==> config.mk <==
export PLATFORM = sky130hd
export DESIGN_NAME = cru_strobe_sync_flat
export DESIGN_NICKNAME = d
export VERILOG_FILES = /design/src/rtl/cru_strobe_sync_pkg.sv /design/src/rtl/cru_strobe_sync_if.sv /design/src/rtl/cru_strobe_sync_sync_chain.sv /design/src/rtl/cru_strobe_sync.sv /design/src/flat_wrapper.sv
export SDC_FILE = /design/constraint.sdc
export NUM_CORES = 1
export LEC_CHECK = 0
export ABC_CLOCK_PERIOD_IN_PS = 1800
export BUFFER_PORTS_ARGS = -buffer_cell sky130_fd_sc_hd__buf_2
export CAP_MARGIN = 20
export CELL_PAD_IN_SITES_DETAIL_PLACEMENT = 1
export CELL_PAD_IN_SITES_GLOBAL_PLACEMENT = 1
export CORE_MARGIN = 5
export CORE_UTILIZATION = 45
export CTS_CLUSTER_SIZE = 20
export DETAILED_ROUTE_END_ITERATION = 10
export PLACE_DENSITY = 0.79
export SYNTH_ARGS = -nofsm -noshare
export SYNTH_HDL_FRONTEND = slang
export SYNTH_HIERARCHICAL = 1
export SYNTH_SLANG_ARGS = --single-unit
==> constraint.sdc <==
create_clock -name clk -period 1.8 [get_ports clk]
set_input_delay 0.09 -clock clk [delete_from_list [all_inputs] [get_ports clk]]
set_output_delay 0.09 -clock clk [all_outputs]
set_load 0.02 [all_outputs]
==> src/rtl/cru_strobe_sync_pkg.sv <==
// Shared types and constants for the TI-99 CRU write-strobe synchroniser.
// Address bits are numbered TI-style: [0:14], bit 0 is the MSB.
package cru_pkg;

  typedef enum logic [1:0] {
    IDLE,
    LOW_CNT,
    FIRE,
    WAIT_HIGH
  } cru_state_e;

  localparam int ADDR_W = 15;

  // Top nibble of the CRU address that selects peripheral card space.
  localparam logic [3:0] CRU_SPACE = 4'b0001;

  // Field positions within addr[0:14].
  localparam int SPACE_FIRST = 0;
  localparam int SPACE_LAST  = 3;
  localparam int BASE_FIRST  = 4;
  localparam int BASE_LAST   = 7;
  localparam int IDX_FIRST   = 13;
  localparam int IDX_LAST    = 14;

endpackage

==> src/rtl/cru_strobe_sync_if.sv <==
// TI-side CRU bus inputs plus the decoded single-bit write port.
// The master drives the TI bus and card base; the slave is the synchroniser.
interface cru_strobe_sync_if;
  import cru_pkg::*;

  logic [3:0]          cru_base;
  logic                ti_cru_clk;
  logic                ti_memen;
  logic [0:ADDR_W-1]   addr;
  logic                ti_cru_out;

  logic                wr_stb;
  logic [1:0]          wr_idx;
  logic                wr_data;
  logic                busy;

  modport master (
    output cru_base, ti_cru_clk, ti_memen, addr, ti_cru_out,
    input  wr_stb, wr_idx, wr_data, busy
  );

  modport slave (
    input  cru_base, ti_cru_clk, ti_memen, addr, ti_cru_out,
    output wr_stb, wr_idx, wr_data, busy
  );

endinterface

==> src/rtl/cru_strobe_sync_sync_chain.sv <==
// Multi-flop synchroniser for asynchronous inputs, with a per-bit reset value
// so inactive-high strobes come out of reset looking idle.
module sync_chain #(
  parameter int               WIDTH   = 1,
  parameter int               DEPTH   = 2,
  parameter logic [WIDTH-1:0] RST_VAL = '0
) (
  input  logic             clk,
  input  logic             reset,
  input  logic [WIDTH-1:0] d_i,
  output logic [WIDTH-1:0] q_o
);

  logic [WIDTH-1:0] stage_q [DEPTH];

  // NOTE: sequential state uses non-blocking assignments so every stage
  // samples its predecessor's pre-edge value; blocking here would collapse
  // the chain into a single flop.
  always_ff @(posedge clk) begin
    if (reset) begin
      for (int i = 0; i < DEPTH; i++) stage_q[i] <= RST_VAL;
    end else begin
      stage_q[0] <= d_i;
      for (int i = 1; i < DEPTH; i++) stage_q[i] <= stage_q[i-1];
    end
  end

  assign q_o = stage_q[DEPTH-1];

endmodule

==> src/rtl/cru_strobe_sync.sv <==
// Turns the asynchronous TI CRU write strobe into a filtered, single-clock
// write pulse with bit index and data for the downstream CRU bit register.
module cru_strobe_sync
  import cru_pkg::*;
#(
  parameter int SYNC_STAGES = 2,
  parameter int FILT_LEN    = 2
) (
  input  logic                clk,
  input  logic                reset,
  cru_strobe_sync_if.slave    bus
);

  localparam int              CNT_W   = $clog2(FILT_LEN + 1);
  localparam logic [CNT_W-1:0] CNT_MAX = CNT_W'(FILT_LEN);

  // ---------------------------------------------------------------------------
  // Input synchronisers: strobes reset inactive (high), data resets to zero.
  // ---------------------------------------------------------------------------
  logic [1:0]        ctrl_s;
  logic [ADDR_W:0]   data_s;
  logic              cru_clk_s;
  logic              memen_s;
  logic [0:ADDR_W-1] addr_s;
  logic              cru_out_s;

  sync_chain #(
    .WIDTH   (2),
    .DEPTH   (SYNC_STAGES),
    .RST_VAL (2'b11)
  ) u_sync_ctrl (
    .clk   (clk),
    .reset (reset),
    .d_i   ({bus.ti_cru_clk, bus.ti_memen}),
    .q_o   (ctrl_s)
  );

  sync_chain #(
    .WIDTH   (ADDR_W + 1),
    .DEPTH   (SYNC_STAGES),
    .RST_VAL ('0)
  ) u_sync_data (
    .clk   (clk),
    .reset (reset),
    .d_i   ({bus.addr, bus.ti_cru_out}),
    .q_o   (data_s)
  );

  assign cru_clk_s = ctrl_s[1];
  assign memen_s   = ctrl_s[0];
  assign addr_s    = data_s[ADDR_W:1];
  assign cru_out_s = data_s[0];

  // addr[8:12] select bits within a card's CRU window this block never decodes.
  logic unused_addr;
  assign unused_addr = ^addr_s[8:12];

  // ---------------------------------------------------------------------------
  // Strobe filter FSM
  // ---------------------------------------------------------------------------
  cru_state_e       state_q, state_d;
  logic [CNT_W-1:0] cnt_q, cnt_d;
  logic             wr_stb_q, wr_stb_d;
  logic [1:0]       wr_idx_q, wr_idx_d;
  logic             wr_data_q, wr_data_d;
  logic             capture;
  logic             hit;

  function automatic logic [CNT_W-1:0] sat_inc(input logic [CNT_W-1:0] v);
    return (v >= CNT_MAX) ? CNT_MAX : v + CNT_W'(1);
  endfunction

  // cru_base is a static card strap, so it is compared unsynchronised at capture.
  assign hit = memen_s
            && (addr_s[SPACE_FIRST:SPACE_LAST] == CRU_SPACE)
            && (addr_s[BASE_FIRST:BASE_LAST]   == bus.cru_base);

  always_comb begin
    // NOTE: every always_comb output is defaulted first so no path through the
    // case can leave a signal unassigned and infer a latch.
    state_d   = state_q;
    cnt_d     = cnt_q;
    wr_stb_d  = 1'b0;
    wr_idx_d  = wr_idx_q;
    wr_data_d = wr_data_q;
    capture   = 1'b0;

    unique case (state_q)
      IDLE: begin
        if (!cru_clk_s) begin
          cnt_d = CNT_W'(1);
          if (CNT_W'(1) >= CNT_MAX) capture = 1'b1;
          else                      state_d = LOW_CNT;
        end
      end
      LOW_CNT: begin
        if (cru_clk_s) begin
          state_d = IDLE;
          cnt_d   = '0;
        end else begin
          cnt_d = sat_inc(cnt_q);
          if (cnt_d == CNT_MAX) capture = 1'b1;
        end
      end
      FIRE: begin
        state_d = WAIT_HIGH;
        cnt_d   = '0;
      end
      WAIT_HIGH: begin
        if (!cru_clk_s) begin
          cnt_d = '0;
        end else begin
          cnt_d = sat_inc(cnt_q);
          if (cnt_d == CNT_MAX) begin
            state_d = IDLE;
            cnt_d   = '0;
          end
        end
      end
      default: begin
        state_d = IDLE;
        cnt_d   = '0;
      end
    endcase

    // Outputs are registered on the edge that enters FIRE, so they are valid
    // for exactly the FIRE cycle and a reset on that edge suppresses the pulse.
    if (capture) begin
      state_d   = FIRE;
      wr_stb_d  = hit;
      wr_idx_d  = addr_s[IDX_FIRST:IDX_LAST];
      wr_data_d = cru_out_s;
    end
  end

  always_ff @(posedge clk) begin
    if (reset) begin
      state_q   <= IDLE;
      cnt_q     <= '0;
      wr_stb_q  <= 1'b0;
      wr_idx_q  <= 2'b00;
      wr_data_q <= 1'b0;
    end else begin
      state_q   <= state_d;
      cnt_q     <= cnt_d;
      wr_stb_q  <= wr_stb_d;
      wr_idx_q  <= wr_idx_d;
      wr_data_q <= wr_data_d;
    end
  end

  assign bus.wr_stb  = wr_stb_q;
  assign bus.wr_idx  = wr_idx_q;
  assign bus.wr_data = wr_data_q;
  assign bus.busy    = (state_q != IDLE);

endmodule

==> src/flat_wrapper.sv <==
// flat-port wrapper written by rule: the top's interface ports become plain ports
module cru_strobe_sync_flat import cru_pkg::*;
#(
  parameter int SYNC_STAGES = 2,
  parameter int FILT_LEN    = 2
)
  (clk, reset, bus_cru_base, bus_ti_cru_clk, bus_ti_memen, bus_addr, bus_ti_cru_out, bus_wr_stb, bus_wr_idx, bus_wr_data, bus_busy);
  cru_strobe_sync_if bus_i ();
  input  logic clk;
  input  logic reset;
  input wire logic [$bits(bus_i.cru_base)-1:0] bus_cru_base;
  input wire logic [$bits(bus_i.ti_cru_clk)-1:0] bus_ti_cru_clk;
  input wire logic [$bits(bus_i.ti_memen)-1:0] bus_ti_memen;
  input wire logic [$bits(bus_i.addr)-1:0] bus_addr;
  input wire logic [$bits(bus_i.ti_cru_out)-1:0] bus_ti_cru_out;
  output wire logic [$bits(bus_i.wr_stb)-1:0] bus_wr_stb;
  output wire logic [$bits(bus_i.wr_idx)-1:0] bus_wr_idx;
  output wire logic [$bits(bus_i.wr_data)-1:0] bus_wr_data;
  output wire logic [$bits(bus_i.busy)-1:0] bus_busy;
  assign bus_i.cru_base = bus_cru_base;
  assign bus_i.ti_cru_clk = bus_ti_cru_clk;
  assign bus_i.ti_memen = bus_ti_memen;
  assign bus_i.addr = bus_addr;
  assign bus_i.ti_cru_out = bus_ti_cru_out;
  assign bus_wr_stb = bus_i.wr_stb;
  assign bus_wr_idx = bus_i.wr_idx;
  assign bus_wr_data = bus_i.wr_data;
  assign bus_busy = bus_i.busy;
  cru_strobe_sync #(.SYNC_STAGES(SYNC_STAGES), .FILT_LEN(FILT_LEN)) u_core (.clk(clk), .reset(reset), .bus(bus_i));
endmodule
==> summary.txt, run 1 <==
Clocking
  • CTS H-Tree Depth: 2
  • TritonCTS clock tree: yes
  • Post_cts resized: 0
  • Worst-path clk slew: approximately 0.09 ns
  • Clock sinks: 34
  • Cts bufs inserted: 5
  • Root Driver: clkbuf_4
  • Clock tree buffer depth: 2
  • Clk Latency, worst-skew pair: just over 0.3 ns

Timing
  • # setup viols final: 0
  • Max-slew violation count: 0
  • Final hold violations: 0
  • Setup TNS Final: 0 ns
  • Tcrit/Tclk final: 0.6360
  • Max Fclk: 0.8735 GHz
  • Tightest Pin Transition: around 0.57 ns
  • RSZ-0062 raised after global routing: false
  • Post-layout min period: between 1 and 1.5 ns
  • Rel. slew slack: 0.6220
  • Final worst setup slack: between 0.6 and 0.7 ns
  • Layout Skew: roughly 0.0045 ns

Die
  • Initial Utilization: 0.4767
  • Row cnt: 18
  • Die height: between 60 and 70 um
  • Die area: 0.003806 mm2
  • Io pins: 29
  • Core region area: about 0.0025 mm2
  • Die W: ~60 um

Placed design
  • Routability cong.: 0.7445
  • Pre-CTS setup slack: 0.5241 ns
  • Dpl hpwl: 1323 um
  • Port Buffer Count: 23
  • Placed cell area: approximately 0.0012 mm2

Global route
  • Largest net degree at the start of global routing: 38
  • GRT Total Usage: 0.1237
  • Global-route track usage on met3: 0.05579
  • Met1 Usage GRT: 0.1212
  • M2 GR Usage: 0.2227
  • GRT busiest layer: met2
  • Global-route wire length before repair: 3332 um
  • Initial antenna violation count: 0
  • Vias in the first global route: 797
  • Total grt overflow: 0

Run status
  • Status: finished clean

Finish
  • Final instance area: roughly 0.0014 mm2
  • Fin nets: between 150 and 200
  • Layout Area Growth over Synthesis: 16.34%
  • # fillers: 277
  • Layout cells sized above 1: 0.2409
  • # diodes: 0

Worst setup path
  • Crit path max-delay cell type: dfxtp_1
  • Setup crit end: bus_busy
  • Reg-to-reg slack, setup: approximately 0.7 ns
  • R2r endpoint: u_core/bus.wr_stb
  • CP Max Fanout: 5
  • Critical path class: flop to output port
  • Worst setup path startpoint: u_core/state_q[1]
  • Reg2Reg Depth: 3
  • Worst r2r src: u_core/u_sync_data/stage_q[0][31]
  • Startpoint types: flop
  • Slowest Stage Delay on Critical Path: about 0.35 ns
  • Crit-path cells: nor2_1, inv_1, buf_2
  • WP data arrival: around 1.1 ns
  • Critical path required time: around 1.7 ns
  • CP Capture Type: output port

Flow run
  • Max Cap Viol: 0

Synth
  • Synthesized instance count: about 110
  • Mean Syn Cell Area: around 11 um2
  • Synth Warn #: 6
  • Post-Syn Area: 0.001202 mm2
  • Syn_nets: 137

Detailed routing
  • DR iter-0 viols: 13
  • Via count: 757
  • Wire per inst: 11.47 um
  • Post-DRT Antenna Nets: 0
  • 1st-pass router iterations: 3
  • Drt total wl: about 1900 um
  • Remaining DRCs: 0
  • Via density per instance: 4.533

Worst hold path
  • Worst min-delay path category: input port to flop

Power and ir drop
  • Peak VDD IR: 677.7 uV
  • P_leak: roughly 0.58 nW
  • Power per cell area: a little over 900 mW/mm2
[critical path: cells and delay by family, from the launching register on]
kind / cells / cell delay, ns
and+or+nand+nor: 1 / 0.19
DFF: 1 / 0.35
buffers and inverters: 2 / 0.20
[cells in the final DEF, fill, tap and decap left out, drive strengths merged]
master,count
a211oi,1
a21oi,2
and2,1
and3,1
buf,23
clkbuf,6
dfxtp,34
dlygate4sd3,12
inv,3
maj3,1
nand2,1
nand2b,3
nand3,1
nand3b,1
nand4,1
nand4b,3
nor2,5
nor2b,22
nor3,1
nor4b,1
o21a,1
o21ai,5
or2,4
xnor2,4
[flip-flops by register name, summed over array words and instances, names as in the netlist]
register	count
u_core/bus.wr_data	1
u_core/bus.wr_idx	2
u_core/bus.wr_stb	1
u_core/cnt_q	2
u_core/state_q	2
u_core/u_sync_ctrl/stage_q	4
u_core/u_sync_data/stage_q	22
[report_power, final]
group          leakage, nW  internal (mW)  switching [mW]
Clock               0.0302          0.176           0.213
Combinational        0.272         0.0575          0.0349
Sequential           0.280          0.782          0.0104
Total                0.583           1.02           0.258
[per-layer routing]
metal | vias up | wire length [um]
met4 | 0 | 17
met1 | 339 | 797
met5 | - | 0
met3 | 2 | 107
met2 | 19 | 994
li1 | 397 | -
[how the worst min path moves through the flow]
stage / from / to / slack, ns / depth (start not counted)
after floorplan: reset / u_core/u_sync_data/stage_q[0][29] / 0.16 / 1
after global placement: bus_ti_memen / u_core/u_sync_ctrl/stage_q[0][0] / 0.27 / 2
after detailed placement: bus_ti_cru_clk / u_core/u_sync_ctrl/stage_q[0][1] / 0.27 / 2
after CTS: bus_addr[11] / u_core/u_sync_data/stage_q[0][12] / 0.01 / 2
after global routing: bus_addr[11] / u_core/u_sync_data/stage_q[0][12] / 0.004 / 2
final: bus_addr[11] / u_core/u_sync_data/stage_q[0][12] / 0.02 / 2
[area by class of cell]
type                       instances  area [um2]  area share
multi-input combinational         59       382.9      0.2737
tap                               30       37.54     0.02683
timing repair buffer              35       235.2      0.1682
clock buffer                       6       51.30     0.03667
sequential                        34       680.7      0.4866
inverter                           3       11.26    0.008050
[what timing repair did]
item / in CTS / in global routing
setup endpoints to repair: 0 / 0
setup buffers: 0 / 0
endpoints found under the hold margin: 12 / 0
hold buffers: 12 / 0
[per-stage QoR]
step | std cells | power (mW) | hold WS, ns | utilization
after floorplan | 113 | 0.8716 | 0.1616 | -
after global placement | 149 | 0.8776 | 0.2667 | 0.4866
after detailed placement | 149 | 0.8843 | 0.2730 | 0.4866
after CTS | 167 | 1.296 | 0.01359 | 0.5546
after global routing | 167 | 1.340 | 0.004240 | 0.5546
final | 167 | 1.274 | 0.01634 | 0.5546
Power figures use the tool's default switching activity.
==> inputs of run 2 (changes only) <==
--- a/config.mk
+++ b/config.mk
@@ -5,16 +5,17 @@
 export SDC_FILE = /design/constraint.sdc
 export NUM_CORES = 1
 export LEC_CHECK = 0
-export ABC_CLOCK_PERIOD_IN_PS = 1800
+export ABC_AREA = 1
+export ABC_CLOCK_PERIOD_IN_PS = 1050
 export BUFFER_PORTS_ARGS = -buffer_cell sky130_fd_sc_hd__buf_2
 export CAP_MARGIN = 20
 export CELL_PAD_IN_SITES_DETAIL_PLACEMENT = 1
 export CELL_PAD_IN_SITES_GLOBAL_PLACEMENT = 1
 export CORE_MARGIN = 5
-export CORE_UTILIZATION = 45
+export CORE_UTILIZATION = 36
 export CTS_CLUSTER_SIZE = 20
 export DETAILED_ROUTE_END_ITERATION = 10
-export PLACE_DENSITY = 0.79
+export PLACE_DENSITY = 0.7
 export SYNTH_ARGS = -nofsm -noshare
 export SYNTH_HDL_FRONTEND = slang
 export SYNTH_HIERARCHICAL = 1
==> constraint.sdc (replaced) <==
create_clock -name clk -period 1.05 [get_ports clk]
set_input_delay 0.0525 -clock clk [delete_from_list [all_inputs] [get_ports clk]]
set_output_delay 0.0525 -clock clk [all_outputs]
set_load 0.02 [all_outputs]
==> run 2 against run 1 <==
First-iteration DRC count grew 85%. Routed wire length grew 28%. Register-to-register slack lost 0.68 ns. Core utilization shrank 8.3 points. Synthesized cell count grew 44%. Global-route usage shrank 1.6 points. Clock power grew 90%. Power grew 80%. Critical endpoint is now u_core/bus.wr_data. Highest routed layer unchanged.
==> summary.txt, run 2 <==
Detailed routing
  • Wire per inst: 10.17 um (-11%)
  • Drt total wl: 2461 um (+28%)
  • 1st-pass router iterations: 3 (unchanged)
  • Post-DRT Antenna Nets: 0 (unchanged)
  • Via count: 952 (+26%)
  • Remaining DRCs: 0 (unchanged)
  • DR iter-0 viols: 24 (+11)
  • Via density per instance: 3.934 (-13%)

Die
  • Core region area: 0.003390 mm2 (+34%)
  • Initial Utilization: 0.3798 (-0.09684)
  • Die W: 69.80 um (+13%)
  • Io pins: 29 (unchanged)
  • Die area: 0.004872 mm2 (+28%)
  • Die height: 69.80 um (+13%)
  • Row cnt: 21 (+3)

Clocking
  • TritonCTS clock tree: yes
  • Worst-path clk slew: 0.10 ns (about the same)
  • Clock sinks: 34 (unchanged)
  • CTS H-Tree Depth: 2 (unchanged)
  • Clock tree buffer depth: 2 (unchanged)
  • Cts bufs inserted: 5 (unchanged)
  • Root Driver: clkbuf_4
  • Clk Latency, worst-skew pair: 0.33 ns (+0.02 ns)

Worst setup path
  • Crit path max-delay cell type: dfxtp_2
  • CP Capture Type: flop
  • WP data arrival: 1.27 ns (+0.22 ns)
  • Worst path top cell family by delay: flip-flops
  • Critical path required time: 1.28 ns (-0.43 ns)
  • CP Max Fanout: 4 (-1)
  • Crit-path cells: inv_2, buf_4, nor2_4, nand2_4, nand3_1, o21ai_1
  • WP buf/inv: 2 (unchanged)
  • Critical path class: flop to flop
  • Startpoint types: flop
  • Slowest Stage Delay on Critical Path: 0.37 ns (+0.02 ns)

Global route
  • Initial antenna violation count: 0 (unchanged)
  • Total grt overflow: 0 (unchanged)
  • Largest net degree at the start of global routing: 20 (-47%)
  • Vias in the first global route: 1,016 (+27%)
  • GRT Total Usage: 0.1074 (-0.01624)
  • Global-route wire length before repair: 4043 um (+21%)

Power and ir drop
  • Sequential share of power: 0.593 (-0.029)
  • Peak VDD IR: 728.3 uV (+7.5%)
  • Internal Power: 1.764 mW (+74%)
  • Sw power: 0.5268 mW (+100%)
  • Clock power share: 0.322 (+0.017)
  • Net Sw Frac: 0.2300 (+0.02710)
  • Power per cell area: 1434 mW/mm2 (+57%)
  • Combinational Power Share: 0.084 (+0.011)
  • P_leak: 0.8153 nW (+40%)
  • Pwr Total: 2.291 mW (+80%)

Timing
  • Layout Skew: 0.009156 ns (+0.004628 ns)
  • Max-slew violation count: 0 (unchanged)
  • RSZ-0062 raised after global routing: true
  • Final worst setup slack: 0.01780 ns (-0.6374 ns)
  • Post-layout min period: 1.032 ns
  • Tightest Pin Transition: 0.2619 ns (-0.3050 ns)
  • Tcrit/Tclk final: 0.9830
  • Rel. slew slack: 0.8252 (+0.2032)
  • Max Fclk: between 0.9 and 1 GHz
  • Final hold violations: 0 (unchanged)
  • # setup viols final: 0 (unchanged)
  • Setup TNS Final: 0 ns (unchanged)

Synth
  • Synthesized instance count: 163 (+44%)
  • Synth Warn #: 6 (unchanged)
  • Post-Syn Area: 0.001287 mm2 (+7.1%)
  • Syn_nets: 187 (+36%)
  • Mean Syn Cell Area: 7.899 um2 (-26%)

Placed design
  • Routability cong.: 0.6629 (-11%)
  • Pre-CTS setup slack: 0.09873 ns (-0.4253 ns)
  • Dpl hpwl: 1653 um (+25%)
  • Port Buffer Count: 23 (unchanged)
  • Placed cell area: 0.001336 mm2 (+8.9%)

Finish
  • Commonest non-fill, non-tap cells in the layout: inv_1 (39), dfxtp_1 (32), nor2_1 (29), buf_2 (22), nand2_1 (20)
  • Biggest regs: u_core/u_sync_data/stage_q: 22 flops, u_core/u_sync_ctrl/stage_q: 4 flops
  • Layout Area Growth over Synthesis: 24.10%
  • Final instance area: 0.001598 mm2 (+14%)
  • Most common cell after layout, fill and taps aside: inv_1
  • Layout cells sized above 1: 0.2500 (+0.009124)
  • Fin nets: 219 (+35%)
  • Reg with most FFs: u_core/u_sync_data/stage_q
  • # diodes: 0 (unchanged)
  • Max FFs per register: 22 (unchanged)

Worst hold path
  • Worst min-delay path category: input port to flop

Flow run
  • Max Cap Viol: 0 (unchanged)

Run status
  • Status: finished clean
==> run 2: worst reg2reg max path: stages (launching register included) <==
cell and delay [ns]:
dfxtp_2 0.37, inv_2 0.05, buf_4 0.14, nor2_4 0.16
nand2_4 0.09, nand3_1 0.07, o21ai_1 0.06
==> run 2: layer usage <==
metal,track usage,share of wire,vias up
li1,-,-,511
met1,0.09921,0.40,415
met2,0.1899,0.52,19
met3,0.05072,0.050,7
met4,0.06383,0.026,0
met5,0,0,-
==> run 2: final cells by class <==
| class | count | area, um2 |
|---|---|---|
| Clock buffer | 7 | 55.05 |
| Clock inverter | 1 | 5.005 |
| Fill cell | 417 | 1792 |
| Inverter | 42 | 157.7 |
| Multi-Input combinational cell | 71 | 347.8 |
| Sequential cell | 34 | 683.2 |
| Tap cell | 46 | 57.56 |
| Timing Repair Buffer | 41 | 291.5 |
==> run 2: timing repair <==
action	in CTS	in global routing
buffers inserted	1	2
pin swaps	0	2
endpoints found under the hold margin	17	0
resized for setup	6	6
setup endpoints to repair	1	5
cloned	0	0
hold buffers	14	0
==> run 2: metrics by stage <==
stage,hold WS [ns],util,std cells
finish,0.08202,0.4714,242
global route,0.08893,0.4714,242
CTS,0.07386,0.4588,240
detailed placement,0.2410,0.3942,217
global placement,0.2284,0.3942,217
floorplan,0.1216,-,163
==> run 2: path summary, 6_finish.rpt <==
path	start	end	slack [ns]	depth (start not counted)
worst min-delay path	bus_cru_base[2]	u_core/bus.wr_stb	0.08	6
worst min register to register	u_core/u_sync_data/stage_q[0][9]	u_core/u_sync_data/stage_q[0][25]	0.40	2
worst max-delay path	u_core/state_q[0]	u_core/bus.wr_data	0.02	6
worst max register to register	u_core/state_q[0]	u_core/bus.wr_data	0.02	6
==> run 2: power groups by stage <==
stage / logic (mW) / registers (mW) / clock network, mW
finish: 0.193 / 1.36 / 0.738
global route: 0.221 / 1.37 / 0.820
floorplan: 0.125 / 1.38 / 0
CTS: 0.190 / 1.36 / 0.772
detailed placement: 0.146 / 1.39 / 0
global placement: 0.138 / 1.39 / 0
==> inputs of run 3 (changes only) <==
--- a/config.mk
+++ b/config.mk
@@ -15,6 +15,7 @@
 export CORE_UTILIZATION = 36
 export CTS_CLUSTER_SIZE = 20
 export DETAILED_ROUTE_END_ITERATION = 10
+export GPL_TIMING_DRIVEN = 0
 export PLACE_DENSITY = 0.7
 export SYNTH_ARGS = -nofsm -noshare
 export SYNTH_HDL_FRONTEND = slang
==> run 3 against run 2 <==
Register-to-register slack improved by 0.03 ns. Sequential power about the same. Largest cell class unchanged. Fmax increased by 3.5%. Routed wire length increased by 2.0%. Sequential share of layout area decreased by 2.7 points. Non-clock buffer count increased by 13. Setup slack improved by 0.035 ns. Critical path type unchanged. Critical path depth unchanged. Power increased by 1.4%. Via count increased by 6.1%.
==> summary.txt, run 3 (synthesized netlist as in run 2, its figures left out) <==
Detailed routing
  • 1st-pass router iterations: 4 (+1)
  • Via density per instance: 3.961 (+0.68%)
  • DR iter-0 viols: 16 (-33%)
  • Post-DRT Antenna Nets: 0 (unchanged)
  • Remaining DRCs: 0 (unchanged)
  • Wire per inst: 9.839 um (-3.2%)
  • Drt total wl: 2509 um (+2.0%)
  • Via count: 1,010 (+6.1%)

Worst hold path
  • Hold Crit Depth: 2 (-4)
  • Hold path start: reset
  • Worst min-delay path category: input port to flop
  • Hold endpoint: u_core/state_q[1]

Clocking
  • Worst-path clk slew: 0.10 ns (about the same)
  • Clock tree buffer depth: 2 (unchanged)
  • Root Driver: clkbuf_4
  • Clk Latency, worst-skew pair: 0.32 ns (about the same)
  • CTS H-Tree Depth: 2 (unchanged)
  • TritonCTS clock tree: yes
  • Cts bufs inserted: 5 (unchanged)
  • Clock sinks: 34 (unchanged)

Finish
  • Fin nets: 232 (+5.9%)
  • Reg with most FFs: u_core/u_sync_data/stage_q
  • Final instance area: 0.001707 mm2 (+6.8%)
  • Biggest regs: u_core/u_sync_data/stage_q: 22 flops, u_core/u_sync_ctrl/stage_q: 4 flops
  • Most common cell after layout, fill and taps aside: inv_1
  • # fillers: 425 (+1.9%)
  • Commonest non-fill, non-tap cells in the layout: inv_1 (39), dfxtp_1 (32), nor2_1 (29), buf_2 (22), nand2_1 (20)
  • Layout cells sized above 1: 0.2967 (+0.04665)
  • # diodes: 0 (unchanged)
  • Max FFs per register: 22 (unchanged)
  • Layout Area Growth over Synthesis: 32.56%

Worst setup path
  • Crit-path cells: inv_2, buf_12, nor2_4, nand2_2, nand3_1, o21ai_2
  • R2r endpoint: u_core/bus.wr_idx[0]
  • Crit path max-delay cell type: dfxtp_2
  • CP Max Fanout: 4 (unchanged)
  • Reg2Reg Depth: 6 (unchanged)
  • Reg-to-reg slack, setup: 0.05 ns (+0.03 ns)
  • Worst r2r src: u_core/state_q[0]
  • Startpoint types: flop
  • Critical path class: flop to flop
  • Slowest Stage Delay on Critical Path: 0.36 ns (about the same)
  • Critical path required time: 1.27 ns (about the same)
  • Worst setup path startpoint: u_core/state_q[0]
  • WP data arrival: 1.22 ns (-0.05 ns)
  • CP Capture Type: flop

Die
  • Die height: 69.80 um (unchanged)
  • Die area: 0.004872 mm2 (unchanged)
  • Die W: 69.80 um (unchanged)
  • Io pins: 29 (unchanged)
  • Core region area: 0.003390 mm2 (unchanged)
  • Initial Utilization: 0.3798 (unchanged)
  • Row cnt: 21 (unchanged)

Timing
  • Max Fclk: 1.003 GHz (+3.5%)
  • Tightest Pin Transition: 0.2604 ns (-0.001516 ns)
  • Setup TNS Final: 0 ns (unchanged)
  • Final worst setup slack: 0.05258 ns (+0.03478 ns)
  • Max-slew violation count: 0 (unchanged)
  • # setup viols final: 0 (unchanged)
  • Hold_ws: 0.07432 ns (-0.007706 ns)
  • Layout Skew: 0.006229 ns (-0.002927 ns)
  • Final hold violations: 0 (unchanged)
  • Post-layout min period: 0.9974 ns (-0.03478 ns)
  • Rel. slew slack: 0.8264 (+0.001203)
  • Tcrit/Tclk final: 0.9499 (-0.03312)

Global route
  • Global-route wire length before repair: 4284 um (+6.0%)
  • Vias in the first global route: 1,012 (-0.39%)
  • Total grt overflow: 0 (unchanged)
  • Largest net degree at the start of global routing: 11 (-45%)
  • GRT Total Usage: 0.1116 (+0.004156)
  • Initial antenna violation count: 0 (unchanged)

Placed design
  • Dpl hpwl: 1779 um (+7.6%)
  • Port Buffer Count: 23 (unchanged)
  • Routability cong.: 0.6607 (-0.33%)
  • Placed cell area: 0.001460 mm2 (+9.3%)
  • Pre-CTS setup slack: 0.06581 ns (-0.03292 ns)

Run status
  • Status: finished clean

Power and ir drop
  • P_leak: 0.8812 nW (+8.1%)
  • Peak VDD IR: 787.6 uV (+8.1%)
  • Power per cell area: 1361 mW/mm2 (-5.1%)

Flow run
  • Max Cap Viol: 0 (unchanged)
-- run 3: area by class of cell --
class	count	area (um2)	share of cell area
clock buffer	7	55.05	0.03226
multi-input combinational	71	337.8	0.1979
buffer	16	131.4	0.07698
clock inverter	1	5.005	0.002933
inverter	42	157.7	0.09238
tap	46	57.56	0.03372
timing repair buffer	38	279.0	0.1635
sequential	34	683.2	0.4003
-- run 3: what timing repair did --
item,CTS,global route
endpoints found under the setup margin,1,8
pin swaps,0,1
gates resized for setup,4,6
hold buffers,13,0
hold endpoints to repair,13,0
buffers inserted,1,1
-- run 3: metal layers --
layer	global-route usage	part of all wire
met4	0.03830	0.0056
met1	0.1105	0.41
met3	0.05072	0.045
met5	0	0
met2	0.2036	0.54
-- run 3: worst max path at each step --
stage,to,slack (ns),cells after the start
3_3_place_gp,u_core/bus.wr_idx[0],0.09,5
6_report,u_core/bus.wr_idx[0],0.05,6
5_1_grt,u_core/bus.wr_idx[1],-0.009,6
4_1_cts,bus_busy,0.01,3
2_1_floorplan,u_core/bus.wr_idx[0],0.15,5
3_5_place_dp,u_core/bus.wr_idx[0],0.07,5
-- run 3: report_power, final --
part | total, mW | internal (mW) | switching (mW)
combinational | 0.238 | 0.131 | 0.106
clock | 0.730 | 0.325 | 0.405
sequential | 1.36 | 1.34 | 0.0161
-- run 3: per-stage QoR --
stage | power (mW) | utilization | instances
after detailed placement | 1.576 | 0.4308 | 232
after CTS | 2.358 | 0.4943 | 254
final | 2.323 | 0.5035 | 255
after global placement | 1.563 | 0.4308 | 232
after global routing | 2.466 | 0.5035 | 255
after floorplan | 1.507 | - | 163
-- run 3: worst max-delay path, delay by kind of cell, from the launching register on --
family | cells | cell delay [ns]
DFF | 1 | 0.36
and+or+nand+nor | 3 | 0.31
buffers and inverters | 2 | 0.18
AOI/OAI and AO/OA | 1 | 0.06
